==> src/rtl/placement_pkg.sv <==
// Types and constants shared by the placer and the grid readback reader.
package placement_pkg;

  localparam int DATA_W = 32;
  localparam int ADDR_W = 32;

  // Grid word that marks an unoccupied cell.
  localparam logic signed [DATA_W-1:0] EMPTY = -1;

  typedef enum logic [3:0] {
    IDLE,
    G_RD,
    G_WAIT,
    G_CHK,
    P_RD,
    P_WAIT,
    P_CMP,
    EMIT,
    NEXT,
    FIN
  } rb_state_t;

  typedef struct packed {
    logic signed [DATA_W-1:0] node;
    logic signed [DATA_W-1:0] x;
    logic signed [DATA_W-1:0] y;
    logic                     ok;
  } rec_t;

endpackage

==> src/rtl/rb_out_reg.sv <==
// Output holding register: captures one record and keeps it stable until the sink accepts it.
module rb_out_reg
  import placement_pkg::*;
(
  input  logic clk,
  input  logic reset,
  input  logic load,
  input  rec_t rec_in,
  input  logic ready,
  output logic valid,
  output rec_t rec
);

  logic valid_reg;
  rec_t rec_reg;

  always_ff @(posedge clk or negedge reset) begin
    if (!reset) begin
      valid_reg <= 1'b0;
      rec_reg   <= '0;
    end else if (load) begin
      valid_reg <= 1'b1;
      rec_reg   <= rec_in;
    end else if (valid_reg && ready) begin
      valid_reg <= 1'b0;
    end
  end

  assign valid = valid_reg;
  assign rec   = rec_reg;

endmodule

==> src/rtl/grid_readback.sv <==
// Raster-order scan of the placement grid, streaming one record per occupied cell.
// Define GRIDRB_POSCHECK_EN to read node positions back and flag cells whose stored position disagrees.
module grid_readback
  import placement_pkg::*;
#(
  parameter int N      = 7,
  parameter int RD_LAT = 1
) (
  input  logic                     clk,
  input  logic                     reset,
  input  logic                     start,
  output logic                     busy,
  output logic                     done,
  output logic                     grid_re,
  output logic [ADDR_W-1:0]        grid_addr,
  input  logic signed [DATA_W-1:0] grid_dout,
  output logic                     pos_re,
  output logic [ADDR_W-1:0]        pos_addr,
  input  logic signed [DATA_W-1:0] posx_dout,
  input  logic signed [DATA_W-1:0] posy_dout,
  output logic                     out_valid,
  input  logic                     out_ready,
  output logic signed [DATA_W-1:0] out_node,
  output logic signed [DATA_W-1:0] out_x,
  output logic signed [DATA_W-1:0] out_y,
  output logic                     out_ok,
  output logic [ADDR_W-1:0]        occ_cnt,
  output logic [ADDR_W-1:0]        err_cnt
);

  localparam logic [ADDR_W-1:0]        ADDR_LAST = ADDR_W'(N*N-1);
  localparam logic signed [DATA_W-1:0] Y_LAST    = DATA_W'(N-1);
  localparam logic [7:0]               LAT_LAST  = 8'(RD_LAT-1);

  rb_state_t                state_reg, state_next;
  logic [ADDR_W-1:0]        addr_reg, addr_next;
  logic [ADDR_W-1:0]        occ_reg, occ_next;
  logic signed [DATA_W-1:0] x_reg, x_next;
  logic signed [DATA_W-1:0] y_reg, y_next;
  logic [7:0]               wait_reg, wait_next;
  logic                     load;
  rec_t                     rec_in;
  rec_t                     rec_out;

`ifdef GRIDRB_POSCHECK_EN
  logic signed [DATA_W-1:0] node_reg, node_next;
  logic [ADDR_W-1:0]        err_reg, err_next;
  logic                     pos_ok;

  assign pos_ok = (posx_dout == x_reg) && (posy_dout == y_reg);

  always_ff @(posedge clk or negedge reset) begin
    if (!reset) begin
      node_reg <= '0;
      err_reg  <= '0;
    end else begin
      node_reg <= node_next;
      err_reg  <= err_next;
    end
  end
`endif

  always_ff @(posedge clk or negedge reset) begin
    if (!reset) begin
      state_reg <= IDLE;
      addr_reg  <= '0;
      occ_reg   <= '0;
      x_reg     <= '0;
      y_reg     <= '0;
      wait_reg  <= '0;
    end else begin
      state_reg <= state_next;
      addr_reg  <= addr_next;
      occ_reg   <= occ_next;
      x_reg     <= x_next;
      y_reg     <= y_next;
      wait_reg  <= wait_next;
    end
  end

  always_comb begin
    state_next = state_reg;
    addr_next  = addr_reg;
    occ_next   = occ_reg;
    x_next     = x_reg;
    y_next     = y_reg;
    wait_next  = wait_reg;
    load       = 1'b0;
    rec_in     = '0;
`ifdef GRIDRB_POSCHECK_EN
    node_next  = node_reg;
    err_next   = err_reg;
`endif
    case (state_reg)
      IDLE: begin
        if (start) begin
          addr_next  = '0;
          x_next     = '0;
          y_next     = '0;
          occ_next   = '0;
`ifdef GRIDRB_POSCHECK_EN
          err_next   = '0;
`endif
          state_next = G_RD;
        end
      end
      G_RD: begin
        wait_next  = '0;
        state_next = G_WAIT;
      end
      G_WAIT: begin
        if (wait_reg == LAT_LAST) state_next = G_CHK;
        else wait_next = wait_reg + 8'd1;
      end
      G_CHK: begin
        if (grid_dout == EMPTY) begin
          state_next = NEXT;
        end else begin
          occ_next = occ_reg + ADDR_W'(1);
`ifdef GRIDRB_POSCHECK_EN
          node_next  = grid_dout;
          state_next = P_RD;
`else
          load        = 1'b1;
          rec_in.node = grid_dout;
          rec_in.x    = x_reg;
          rec_in.y    = y_reg;
          rec_in.ok   = 1'b1;
          state_next  = EMIT;
`endif
        end
      end
`ifdef GRIDRB_POSCHECK_EN
      P_RD: begin
        wait_next  = '0;
        state_next = P_WAIT;
      end
      P_WAIT: begin
        if (wait_reg == LAT_LAST) state_next = P_CMP;
        else wait_next = wait_reg + 8'd1;
      end
      P_CMP: begin
        load        = 1'b1;
        rec_in.node = node_reg;
        rec_in.x    = x_reg;
        rec_in.y    = y_reg;
        rec_in.ok   = pos_ok;
        if (!pos_ok) err_next = err_reg + ADDR_W'(1);
        state_next  = EMIT;
      end
`endif
      EMIT: begin
        if (out_valid && out_ready) state_next = NEXT;
      end
      NEXT: begin
        if (addr_reg == ADDR_LAST) begin
          state_next = FIN;
        end else begin
          addr_next = addr_reg + ADDR_W'(1);
          // Row/column tracked as counters so the address never needs dividing.
          if (y_reg == Y_LAST) begin
            y_next = '0;
            x_next = x_reg + DATA_W'(1);
          end else begin
            y_next = y_reg + DATA_W'(1);
          end
          state_next = G_RD;
        end
      end
      FIN:     state_next = IDLE;
      default: state_next = IDLE;
    endcase
  end

  rb_out_reg u_out_reg (
    .clk    (clk),
    .reset  (reset),
    .load   (load),
    .rec_in (rec_in),
    .ready  (out_ready),
    .valid  (out_valid),
    .rec    (rec_out)
  );

  assign busy      = (state_reg != IDLE) && (state_reg != FIN);
  assign done      = (state_reg == FIN);
  assign grid_re   = (state_reg == G_RD);
  assign grid_addr = addr_reg;
  assign occ_cnt   = occ_reg;
  assign out_node  = rec_out.node;
  assign out_x     = rec_out.x;
  assign out_y     = rec_out.y;

`ifdef GRIDRB_POSCHECK_EN
  assign pos_re   = (state_reg == P_RD);
  assign pos_addr = ADDR_W'(node_reg);
  assign out_ok   = rec_out.ok;
  assign err_cnt  = err_reg;
`else
  logic unused_inputs;
  assign unused_inputs = ^{posx_dout, posy_dout, rec_out.ok};
  assign pos_re   = 1'b0;
  assign pos_addr = '0;
  assign out_ok   = 1'b1;
  assign err_cnt  = '0;
`endif

endmodule

==> config.mk <==
export PLATFORM = sky130hd
export DESIGN_NAME = grid_readback
export DESIGN_NICKNAME = d
export VERILOG_FILES = /design/src/rtl/placement_pkg.sv /design/src/rtl/rb_out_reg.sv /design/src/rtl/grid_readback.sv
export SDC_FILE = /design/constraint.sdc
export NUM_CORES = 1
export LEC_CHECK = 0
export CORE_ASPECT_RATIO = 0.7
export CORE_UTILIZATION = 53
export CTS_CLUSTER_SIZE = 40
export DETAILED_ROUTE_END_ITERATION = 7
export PLACE_DENSITY = 0.83
export SLEW_MARGIN = 20
export SYNTH_ARGS = -nofsm -noshare
export SYNTH_HDL_FRONTEND = slang
export SYNTH_SLANG_ARGS = --single-unit
==> constraint.sdc <==
create_clock -name clk -period 7.08 [get_ports clk]
set_input_delay 1.062 -clock clk [delete_from_list [all_inputs] [get_ports clk]]
set_output_delay 1.062 -clock clk [all_outputs]
set_load 0.005 [all_outputs]
## Yosys cells after proc, flatten, opt, wreduce, memory -nomap -nowiden

Cells that the tools add are included.

| storage, ports and cells | value |
|---|---|
| bits in registers | 237 |
| input bits | 100 |
| output and inout port bits | 230 |
| word-level logic and storage cells | 71 |

| operators by class | value |
|---|---|
| add/subtract/negate cells | 5 |
| equal/unequal tests | 17 |
| muxes and demuxes | 25 |
| reduce and logical (&&, ||, !) cells | 14 |

Operators by type and width:

| operator | count |
|---|---|
| 32-bit one-hot mux with 2 select lines | 4 |
| 32-bit 2-to-1 mux | 7 |
| 97-bit 2-to-1 mux | 2 |
| 32-bit by 1-bit adder with 32-bit output, second input constant | 2 |
| 32-bit by 2-bit adder with 32-bit output, second input constant | 2 |
| 32-bit by 1-bit equality test with 1-bit output, second input constant | 1 |
| 32-bit by 4-bit equality test with 1-bit output, second input constant | 1 |
| 32-bit by 6-bit equality test with 1-bit output, second input constant | 1 |
| 4-bit one-hot mux with 6 select lines | 1 |
| 4-bit 2-to-1 mux | 5 |
| 8-bit one-hot mux with 2 select lines | 1 |
| 2-bit inequality test, second input constant | 7 |
| 3-bit AND reduction | 3 |
| 8-bit by 1-bit adder with 8-bit output, second input constant | 1 |
| 4-bit by 2-bit equality test with 1-bit output, second input constant | 2 |
| 4-bit equality test, second input constant | 2 |
| 8-bit zero test | 1 |
| 8-bit 2-to-1 mux | 1 |
| 2-bit nonzero test | 4 |
| 4-bit by 1-bit equality test with 1-bit output, second input constant | 1 |
| 4-bit by 3-bit equality test with 1-bit output, second input constant | 1 |
| 4-bit zero test | 1 |
| 1-bit 2-to-1 mux | 4 |
| 4-bit inequality test, second input constant | 1 |
| 4 further kinds | 5 |

## Depth between registers and ports, before layout

| logic depth | value |
|---|---|
| depth in word-level cells | 4 |
| mapped depth | 10 |
| depth with buffers taken out | 8 |

## Cells and area by module

Synthesis repeated with hierarchy kept, for this count alone.

| unflattened totals | value |
|---|---|
| cell total of the unflattened synthesis | 1318 |
| area, all modules | 13128.8 um^2 |

By module, submodules not included:

| module | times used | cells each | area each (um^2) | sequential area each (um^2) |
|---|---|---|---|---|
| grid_readback | 1 | 1110 | 9421.5 | 3503.4 |
| rb_out_reg | 1 | 208 | 3707.3 | 2452.4 |

## Worst setup path after synthesis

No wires, ideal clock.

| timing path | value |
|---|---|
| kind | in2reg |
| start point | in grid_dout[27] |
| end point | reg u_out_reg.rec_reg (netlist bit u_out_reg.rec[44]) |
| setup time | 0.128 ns |
| data arrival time | 2.547 ns |
| data required time | 6.952 ns |
| slack | 4.406 ns |
| cell stages on the path | 6 |
| path buffers | 2 |
| cells stage by stage | nand4_1 -> nor4_2 -> a21boi_1 -> buf_2 -> buf_2 -> mux2_1 |

| on the way | value |
|---|---|
| word-level cells in the longest chain between the ends | 3 |
| elaborated cells on any way between the ends | 5 |
| those cells by class | eq/ne (1); mux (4) |

Ends and longest elaborated chain:

| what | RTL line | text |
|---|---|---|
| start, declared | grid_readback.sv:16 | `input logic signed [DATA_W-1:0] grid_dout,` |
| 32-bit by 1-bit equality test with 1-bit output * | grid_readback.sv:116 | `if (grid_dout == EMPTY) begin` |
| 97-bit 2-to-1 mux or 1-bit 2-to-1 mux (tied branches) | grid_readback.sv:116 |  |
| 97-bit 2-to-1 mux or 1-bit 2-to-1 mux (tied branches) | grid_readback.sv:94 | `case (state_reg)` |
| end signal, assigned | rb_out_reg.sv:23 | `rec_reg <= rec_in;` |
| end, declared | rb_out_reg.sv:15 | `rec_t rec_reg;` |

Every way passes the cells marked *; elsewhere a longest branch is shown, timed or not.
A chain may end at the register's enable or synchronous reset.

## Worst setup path after layout

| timing path | value |
|---|---|
| start point | reg state_reg[3] |
| end point | out grid_re |

| on the way | value |
|---|---|
| word-level cells in the longest chain between the ends | 1 |

Ends and longest elaborated chain:

| what | RTL line | text |
|---|---|---|
| start, declared | grid_readback.sv:35 | `rb_state_t state_reg, state_next;` |
| start signal, assigned | grid_readback.sv:72 | `state_reg <= state_next;` |
| 4-bit by 1-bit equality test with 1-bit output | grid_readback.sv:187 | `assign grid_re = (state_reg == G_RD);` |
| end, declared | grid_readback.sv:14 | `output logic grid_re,` |

No other way between the ends.

==> flow_metrics.env <==
export IMPL_io_pins=330
export IMPL_met2_usage=0.359
export IMPL_yosysWarningCount=0
export IMPL_crit_fanout=32
export IMPL_synth_top_family_by_area="simple AND/OR/NAND/NOR gates"
export IMPL_syn_avg_cell_area_um2=10.6
export IMPL_cap_violations=0
export IMPL_cts_tree="built"
export IMPL_grt_max_degree=124
export IMPL_clk_latency_ns=0.51
export IMPL_synth_fa_ha_area_frac=0.00841
export IMPL_setup_violations=0
export IMPL_clock_skew_ns=0.0152
export IMPL_max_stage_delay_ns=0.61
export IMPL_synth_top_area_frac=0.499
export IMPL_clk_pin_slew_ns=0.07
export IMPL_cp_slowest_cell="clkdlybuf4s50_1"
export IMPL_crit_type="flip-flop to output port"
export IMPL_grt_pass1_vias=8592
export IMPL_synth_edf_count=0
export IMPL_firstDrtPassIters=5
export IMPL_htree_levels=1
export IMPL_cts_setup_buffers=0
export IMPL_ys_types=56
export IMPL_viasPerCell=5.59
export IMPL_clockBufferDepth=3
export IMPL_rsz0062_at_grt="false"
export IMPL_synth_area_leader_cell="dfrtp_1"
export IMPL_ys_async_sr_fraction=1.00
export IMPL_syn2layout_area_growth_pct=22.9
export IMPL_ant_nets=0
export IMPL_final_cell_mix="236 x dfrtp_1, 198 x clkdlybuf4s50_1, 132 x nor2_1"
export IMPL_antenna_found_initial=0
export IMPL_die_area_mm2=0.0231
export IMPL_grtUsageTotal=0.236
export IMPL_drt_total_wl_um=27000
export IMPL_wl_per_cell_um=16.9
export IMPL_crit_path_end_kind="output port"
export IMPL_fmax_mhz=270
export IMPL_cts_root_buffer="clkbuf_16"
export IMPL_place_ws_ns=3.25
export IMPL_clock_sinks=237
export IMPL_arrival_ns=2.64
export IMPL_pwr_density_cell_mw_per_mm2=257
export IMPL_crit_path_cell_trace="buf_4 > nor3_1 > and2_1 > clkdlybuf4s50_1"
export IMPL_utilization=0.669
export IMPL_start_kind="flip-flop"
export IMPL_port_buffers=199
export IMPL_numCtsBuffers=23
export IMPL_setup_slack_ns=3.38
export IMPL_hp_class="flip-flop to flip-flop"
export IMPL_syn_inst=1123
export IMPL_hold_ws_ns=0.482
export IMPL_layout_commonest_cell="dfrtp_1"
export IMPL_overflow=0
export IMPL_dp_hpwl_um=18500
export IMPL_drive_gt1_frac=0.125
export IMPL_worstMarginPinSlew_ns=0.973
export IMPL_use_met3=0.0513
export IMPL_finalNetCount=1406
export IMPL_postCtsHoldBufs=0
export IMPL_vias=8924
export IMPL_vdd_drop_max_mv=0.223
export IMPL_core_mm2=0.0218
export IMPL_drtIter0Drc=506
export IMPL_fin_crit_sh=0.522
export IMPL_leakagePower_uw=0.00625
export IMPL_largest_register_ffs=96
export IMPL_synth_compound_area_frac=0.0552
export IMPL_crit_required_ns=6.02
export IMPL_setup_tns_ns=0
export IMPL_grt_use_met1=0.345
export IMPL_syn_area_mm2=0.0119
export IMPL_drc=0
export IMPL_instances_no_fill=1597
export IMPL_slew_limit_headroom=0.346
export IMPL_dpl_cell_count=1555
export IMPL_status="finished, final reports clean"
export IMPL_place_congestion=0.838
export IMPL_ys_seq_area_frac=0.499
export IMPL_synthMuxAreaShare=0.0973
export IMPL_synthTopCellsByArea="dfrtp_1 50%, mux2_2 8.0%, xnor2_1 5.0%, buf_4 4.2%, nor2_1 4.2%"
export IMPL_die_h_um=127
export IMPL_synthSimpleGateAreaFrac=0.187
export IMPL_synthXorXnorAreaFrac=0.0810
export IMPL_grt_most_used_layer="met2"
export IMPL_rows=45
export IMPL_slew_violations=0
export IMPL_initial_core_util=0.545
export IMPL_period_needed_ns=3.70
export IMPL_diodes=0
export IMPL_post_cts_resized=0
export IMPL_grt_pass1_wl_um=44500
export IMPL_hold_viol=0
export IMPL_ys_flop_type="dfrtp_1"
export IMPL_die_w_um=181
export IMPL_synth_seq_cells=237
-- path summary, 6_finish.rpt --
| path | start | endpoint | slack (ns) | depth (start not counted) |
|---|---|---|---|---|
| worst max register to register | state_reg[0] | x_reg[21] | 3.83 | 7 |
| min in group asynchronous | reset | grid_addr[21] | 0.61 | 1 |
| worst min-delay path | u_out_reg.rec[51] | u_out_reg.rec[51] | 0.48 | 1 |
| worst min register to register | u_out_reg.rec[51] | u_out_reg.rec[51] | 0.48 | 1 |
| max in group asynchronous | reset | occ_cnt[20] | 4.99 | 2 |
| worst max-delay path | state_reg[3] | grid_re | 3.38 | 4 |
-- routing by layer --
metal,vias up,routed length (µm)
met4,0,512
met2,328,12200
met5,-,0
met3,45,1910
met1,4375,12400
li1,4176,-
-- area by class of cell --
class                      count  area, µm²
timing repair buffer         211       2090
fill                        1653       7220
clock buffer                  30        642
sequential                   237       5930
clock inverter                12        145
tap                          282        353
multi-input combinational    802       5380
inverter                      23       86.3
-- critical path, delay by kind of cell, from the launching register on --
kind                   cells  cell delay (ns)
buffers and inverters      2             0.94
and+or+nand+nor            2             0.63
DFF                        1             0.54
-- Yosys cell counts, drive strengths merged, types with 16 or more instances --
master,number
a2111oi,16
a21oi,18
buf,95
clkbuf,30
dfrtp,237
inv,23
mux2,101
nand2,60
nand3,51
nand4,54
nor2,132
nor3,32
nor4,31
o21ai,21
xnor2,68
xor2,42
-- power breakdown --
group	leakage [µW]	total [µW]	switching, µW	internal (µW)
sequential	0.00323	1590	103	1480
combinational	0.00264	899	442	456
clock	0.000390	1270	518	751
-- per-stage QoR --
stage / cell area [µm²] / total power [µW]
finish: 14600 / 3750
global route: 14600 / 3940
CTS: 14600 / 3790
detailed placement: 13800 / 2520
global placement: 13800 / 2490
floorplan: 12100 / 2120
-- cells by family after synthesis --
group                      count (synthesis)
and+or+nand+nor                          432
other                                      2
xor gates and xnor gates                 110
DFF                                      237
buffers and inverters                    148
adders and majority gates                  8
muxes                                    103
AOI/OAI and AO/OA                         83
No activity file was read; power rests on OpenSTA's default activity.
==> RTL change 1: new RTL, same settings <==
`ADDR_W`: 32 -> 64.
--- a/src/rtl/placement_pkg.sv
+++ b/src/rtl/placement_pkg.sv
@@ -2,7 +2,7 @@
 package placement_pkg;
 
   localparam int DATA_W = 32;
-  localparam int ADDR_W = 32;
+  localparam int ADDR_W = 64;
 
   // Grid word that marks an unoccupied cell.
   localparam logic signed [DATA_W-1:0] EMPTY = -1;
Ports: changed (resized err_cnt, grid_addr, occ_cnt and pos_addr); port bits go from 330 to 458. The function was not compared with the original's and may differ.
==> RTL change 1 against the original RTL <==
  * Count of clock-buffer cells in the layout increased by 11
  * Hold slack improved by 0.024 ns
  * Sequential share of layout area decreased by 2.4 points
  * Largest power group unchanged
  * Critical endpoint unchanged
  * Routed wire length increased by 63%
  * Area after synthesis increased by 37%
  * Die area increased by 36%
  * Register-to-register slack got worse by 0.28 ns
  * Sequential cell count increased by 64
  * Largest cell class is now multi-input gates
  * Final area increased by 35%
  * Clock skew decreased by 0.0014 ns
  * Power increased by 28%
  * Setup slack got worse by 0.34 ns
==> RTL change 1: results (changes against the original RTL) <==
\begin{tabular}{lr}
\hline
Metric & Value \\
\hline
\multicolumn{2}{l}{\textbf{Final layout}} \\
Fillcell total & 2387 (was 1653) \\
Multi-input gate area in the final layout & 7724 um2 (was 5380 um2) \\
Share of post-route cells with drive strength above 1 & 0.1016 (was 0.1247) \\
Post-Layout Cell Count & 2332 (was 1597) \\
\multicolumn{2}{l}{\textbf{Critical path}} \\
Critical path data arrival time & 2.98 ns (was 2.64 ns) \\
Crit-path max cell delay & 0.79 ns (was 0.61 ns) \\
Max Fanout on Critical Path & 15 (was 32) \\
\multicolumn{2}{l}{\textbf{GRT}} \\
Global routing met1 resource utilization & 0.3942 (was 0.3454) \\
Met2 routing resource usage after global routing & 0.4276 (was 0.3588) \\
All-Layer GR Usage & 0.2776 (was 0.2360) \\
Met3 capacity usage during global routing & 0.07095 (was 0.05131) \\
Maximum number of pins on one net before global-route repair & 128 (was 124) \\
Number of global-route vias before repair & 13084 (was 8592) \\
\multicolumn{2}{l}{\textbf{CTS}} \\
Number of buffers added by the clock tree synthesis step & 30 (was 23) \\
\multicolumn{2}{l}{\textbf{Placement}} \\
GP Congestion & 0.8926 (was 0.8378) \\
Total half-perimeter wirelength after legalization and detailed placement & 30280 um (was 18540 um) \\
Placed instance area & 18680 um2 (was 13840 um2) \\
Worst slack at placement & 2.913 ns (was 3.249 ns) \\
\multicolumn{2}{l}{\textbf{Logic synthesis}} \\
Synth Instances & 1673 (was 1123) \\
Cells taking the most area after synthesis & sky130\_fd\_sc\_hd\_\_dfrtp\_1 (46\%), sky130\_fd\_sc\_hd\_\_mux2\_2 (6.8\%), sky130\_fd\_sc\_hd\_\_buf\_4 (6.2\%) (was sky130\_fd\_sc\_hd\_\_dfrtp\_1 (50\%), sky130\_fd\_sc\_hd\_\_mux2\_2 (8.0\%), sky130\_fd\_sc\_hd\_\_xnor2\_1 (5.0\%)) \\
Post-synth top area share & 0.4633 (was 0.4985) \\
Part of the Yosys area used for sequential elements & 0.4633 (was 0.4985) \\
\multicolumn{2}{l}{\textbf{STA}} \\
Headroom to the max-slew limit & 0.3444 (was 0.3456) \\
Max Clock Skew & 0.01384 ns (was 0.01522 ns) \\
\multicolumn{2}{l}{\textbf{Detailed routing}} \\
Met3 WL & 4124 um (was 1906 um) \\
Routed metal-1 wirelength & 19050 um (was 12450 um) \\
Vias per cell & 5.954 (was 5.588) \\
Met2 layer wire length in the routed design & 20080 um (was 12160 um) \\
Starting DRT DRC Count & 1506 (was 506) \\
\multicolumn{2}{l}{\textbf{Power}} \\
Static leakage & 8.328 nW (was 6.255 nW) \\
\multicolumn{2}{l}{\textbf{Run status}} \\
Status & finished clean (unchanged) \\
\hline
\end{tabular}
-- RTL change 1: logic make-up (layout without fill, tap and decap cells) --
| logic type | after synthesis | count (layout) | synth area share |
|---|---|---|---|
| buffers and inverters | 253 | 372 | 0.09251 |
| other | 2 | 130 | 0.0004620 |
| adder cells (fa/ha/maj) | 8 | 8 | 0.006157 |
| XOR/XNOR | 54 | 54 | 0.02909 |
| multiplexers | 106 | 106 | 0.07281 |
| AND/OR/NAND/NOR | 642 | 642 | 0.2173 |
| flip-flops | 301 | 301 | 0.4633 |
| AO/OA/AOI/OAI | 307 | 307 | 0.1184 |
-- RTL change 1: path summary, 6_finish.rpt --
kind	start	to	slack (ns)	cells past startpoint
min in group asynchronous	reset	grid_addr[42]	0.57	1
worst max-delay path	state_reg[3]	grid_re	3.04	3
worst min-delay path	u_out_reg.rec[59]	u_out_reg.rec[59]	0.51	1
worst max register to register	state_reg[3]	x_reg[31]	3.55	8
max in group asynchronous	reset	u_out_reg.rec[82]	4.94	2
worst min register to register	u_out_reg.rec[59]	u_out_reg.rec[59]	0.51	1
-- RTL change 1: cell type report --
class / count / area share
Clock buffer: 41 / 0.04471
Tap cell: 412 / 0.02609
Inverter: 38 / 0.007219
Sequential cell: 301 / 0.3812
Clock inverter: 13 / 0.009752
Multi-Input combinational cell: 1247 / 0.3909
Timing Repair Buffer: 280 / 0.1401
-- RTL change 1: where the power goes --
group	internal [mW]	total, mW	switching [mW]	leakage [nW]
Sequential	1.85	1.96	0.112	4.13
Clock	1.05	1.74	0.692	0.534
Combinational	0.486	1.09	0.604	3.66
Total	3.39	4.79	1.41	8.33
==> RTL change 2: new RTL, same settings <==
Without the edit above. Put one more register stage on the output `occ_cnt`, cleared by the reset. The value now appears one clock later. The other outputs are not delayed to match.
--- a/src/rtl/grid_readback.sv
+++ b/src/rtl/grid_readback.sv
@@ -186,7 +186,13 @@
   assign done      = (state_reg == FIN);
   assign grid_re   = (state_reg == G_RD);
   assign grid_addr = addr_reg;
-  assign occ_cnt   = occ_reg;
+  always_ff @(posedge clk or negedge reset) begin
+    if (!reset) begin
+      occ_cnt <= '0;
+    end else begin
+      occ_cnt <= occ_reg;
+    end
+  end
   assign out_node  = rec_out.node;
   assign out_x     = rec_out.x;
   assign out_y     = rec_out.y;
Function: changed (Yosys sat finds a counterexample within 10 cycles, from zero or initial values and one cycle with reset low).
==> RTL change 2 against the original RTL <==
  * Via count increased by 18%
  * Sequential cell count increased by 32
  * Combinational power about the same
  * Area after synthesis increased by 6.3%
  * Clock skew decreased by 0.0026 ns
  * Routed wire length increased by 16%
  * Synthesized cell count increased by 22%
  * Final area increased by 6.3%
  * Die area increased by 6.2%
  * Register-to-register slack got worse by 0.19 ns
  * Power increased by 11%
  * Sequential share of layout area increased by 2.7 points
  * First-iteration DRC count increased by 88%
  * Setup slack improved by 0.074 ns
==> RTL change 2: results (changes against the original RTL) <==
\begin{tabular}{lr}
\hline
Metric & Value \\
\hline
\multicolumn{2}{l}{\textbf{GRT}} \\
Global routing met1 resource utilization & 0.3830 (was 0.3454) \\
Met2 routing resource usage after global routing & 0.3982 (was 0.3588) \\
Met3 capacity usage during global routing & 0.03900 (was 0.05131) \\
Maximum number of pins on one net before global-route repair & 176 (was 124) \\
First-pass GRT wire length & 52210 um (was 44520 um) \\
\multicolumn{2}{l}{\textbf{Detailed routing}} \\
Routed metal-1 wirelength & 14200 um (was 12450 um) \\
Starting DRT DRC Count & 952 (was 506) \\
Post-DR wirelength/cell & 16.84 um (was 16.92 um) \\
\multicolumn{2}{l}{\textbf{Placement}} \\
Count of placed standard cells including taps & 1821 (was 1555) \\
Total half-perimeter wirelength after legalization and detailed placement & 20930 um (was 18540 um) \\
\multicolumn{2}{l}{\textbf{Final layout}} \\
Share of post-route cells with drive strength above 1 & 0.04502 (was 0.1247) \\
Fillcell total & 1807 (was 1653) \\
Buffers, non-clock & 208 (was 211) \\
Share of the final layout cell area in multi-input gates & 0.3424 (was 0.3679) \\
Sequential share of cell area & 0.4330 (was 0.4056) \\
\multicolumn{2}{l}{\textbf{CTS}} \\
Source-to-sink clock delay at the later pin of the worst-skew pair & 0.53 ns (was 0.51 ns) \\
Number of buffers added by the clock tree synthesis step & 25 (was 23) \\
\multicolumn{2}{l}{\textbf{STA}} \\
Headroom to the max-slew limit & 0.2823 (was 0.3456) \\
\multicolumn{2}{l}{\textbf{Power}} \\
VDD IR-drop max & 0.1546 mV (was 0.2232 mV) \\
Static leakage & 6.956 nW (was 6.255 nW) \\
\multicolumn{2}{l}{\textbf{Logic synthesis}} \\
Part of the Yosys area used for sequential elements & 0.5324 (was 0.4985) \\
Most frequent cells after synthesis & sky130\_fd\_sc\_hd\_\_nand2\_1 (338), sky130\_fd\_sc\_hd\_\_dfrtp\_1 (269), sky130\_fd\_sc\_hd\_\_nor2\_1 (94) (was sky130\_fd\_sc\_hd\_\_dfrtp\_1 (237), sky130\_fd\_sc\_hd\_\_nor2\_1 (132), sky130\_fd\_sc\_hd\_\_mux2\_2 (84)) \\
Distinct cell type count after synthesis & 49 (was 56) \\
Synth Instances & 1371 (was 1123) \\
\multicolumn{2}{l}{\textbf{Run status}} \\
Status & finished clean (unchanged) \\
\multicolumn{2}{l}{\textbf{Critical path}} \\
Critical path data arrival time & 2.56 ns (was 2.64 ns) \\
Startpoint of the lowest-slack register-to-register path & state\_reg[2] (was state\_reg[0]) \\
First element of the critical path & state\_reg[2] (was state\_reg[3]) \\
\multicolumn{2}{l}{\textbf{Worst hold path}} \\
Critical hold path startpoint & occ\_reg[31] (was u\_out\_reg.rec[51]) \\
\hline
\end{tabular}
[RTL change 2: per-stage QoR]
stage / total power [mW] / utilization / hold WS [ns]
after global routing: 4.360 / 0.6752 / 0.4297
after detailed placement: 2.706 / 0.6355 / 0.3781
after floorplan: 2.251 / - / 0.3666
after global placement: 2.665 / 0.6343 / 0.3778
after CTS: 4.191 / 0.6749 / 0.4112
final: 4.171 / 0.6752 / 0.4141
[RTL change 2: where the power goes]
group	leakage, nW	total [mW]	internal, mW	switching [mW]
Combinational	2.82	0.896	0.367	0.529
Clock	0.440	1.49	0.893	0.595
Sequential	3.70	1.79	1.67	0.115
Total	6.96	4.17	2.93	1.24
[RTL change 2: worst paths after layout]
check / to / slack (ns) / depth (start not counted)
max in group asynchronous: y_reg[30] / 5.11 / 2
max reg2reg: x_reg[22] / 3.64 / 6
min: occ_cnt[31] / 0.41 / 0
min reg2reg: occ_cnt[31] / 0.41 / 0
max: grid_re / 3.46 / 2
min in group asynchronous: u_out_reg.rec[40] / 0.52 / 1
[RTL change 2: worst max-delay path, cell delays in order, from the launching register on]
cell,delay (ns)
sky130_fd_sc_hd__dfrtp_1,0.57
sky130_fd_sc_hd__nor4b_2,0.80
sky130_fd_sc_hd__clkdlybuf4s50_1,0.67
[RTL change 2: logic make-up (layout without fill, tap and decap cells)]
group	after synthesis	after routing	share of synthesized area
muxes	4	4	0.003265
and+or+nand+nor	710	710	0.2663
AOI/OAI and AO/OA	143	143	0.06887
other	2	66	0.0005939
xor gates and xnor gates	75	75	0.05195
DFF	269	269	0.5324
buffers and inverters	160	280	0.06877
adders and majority gates	8	8	0.007916
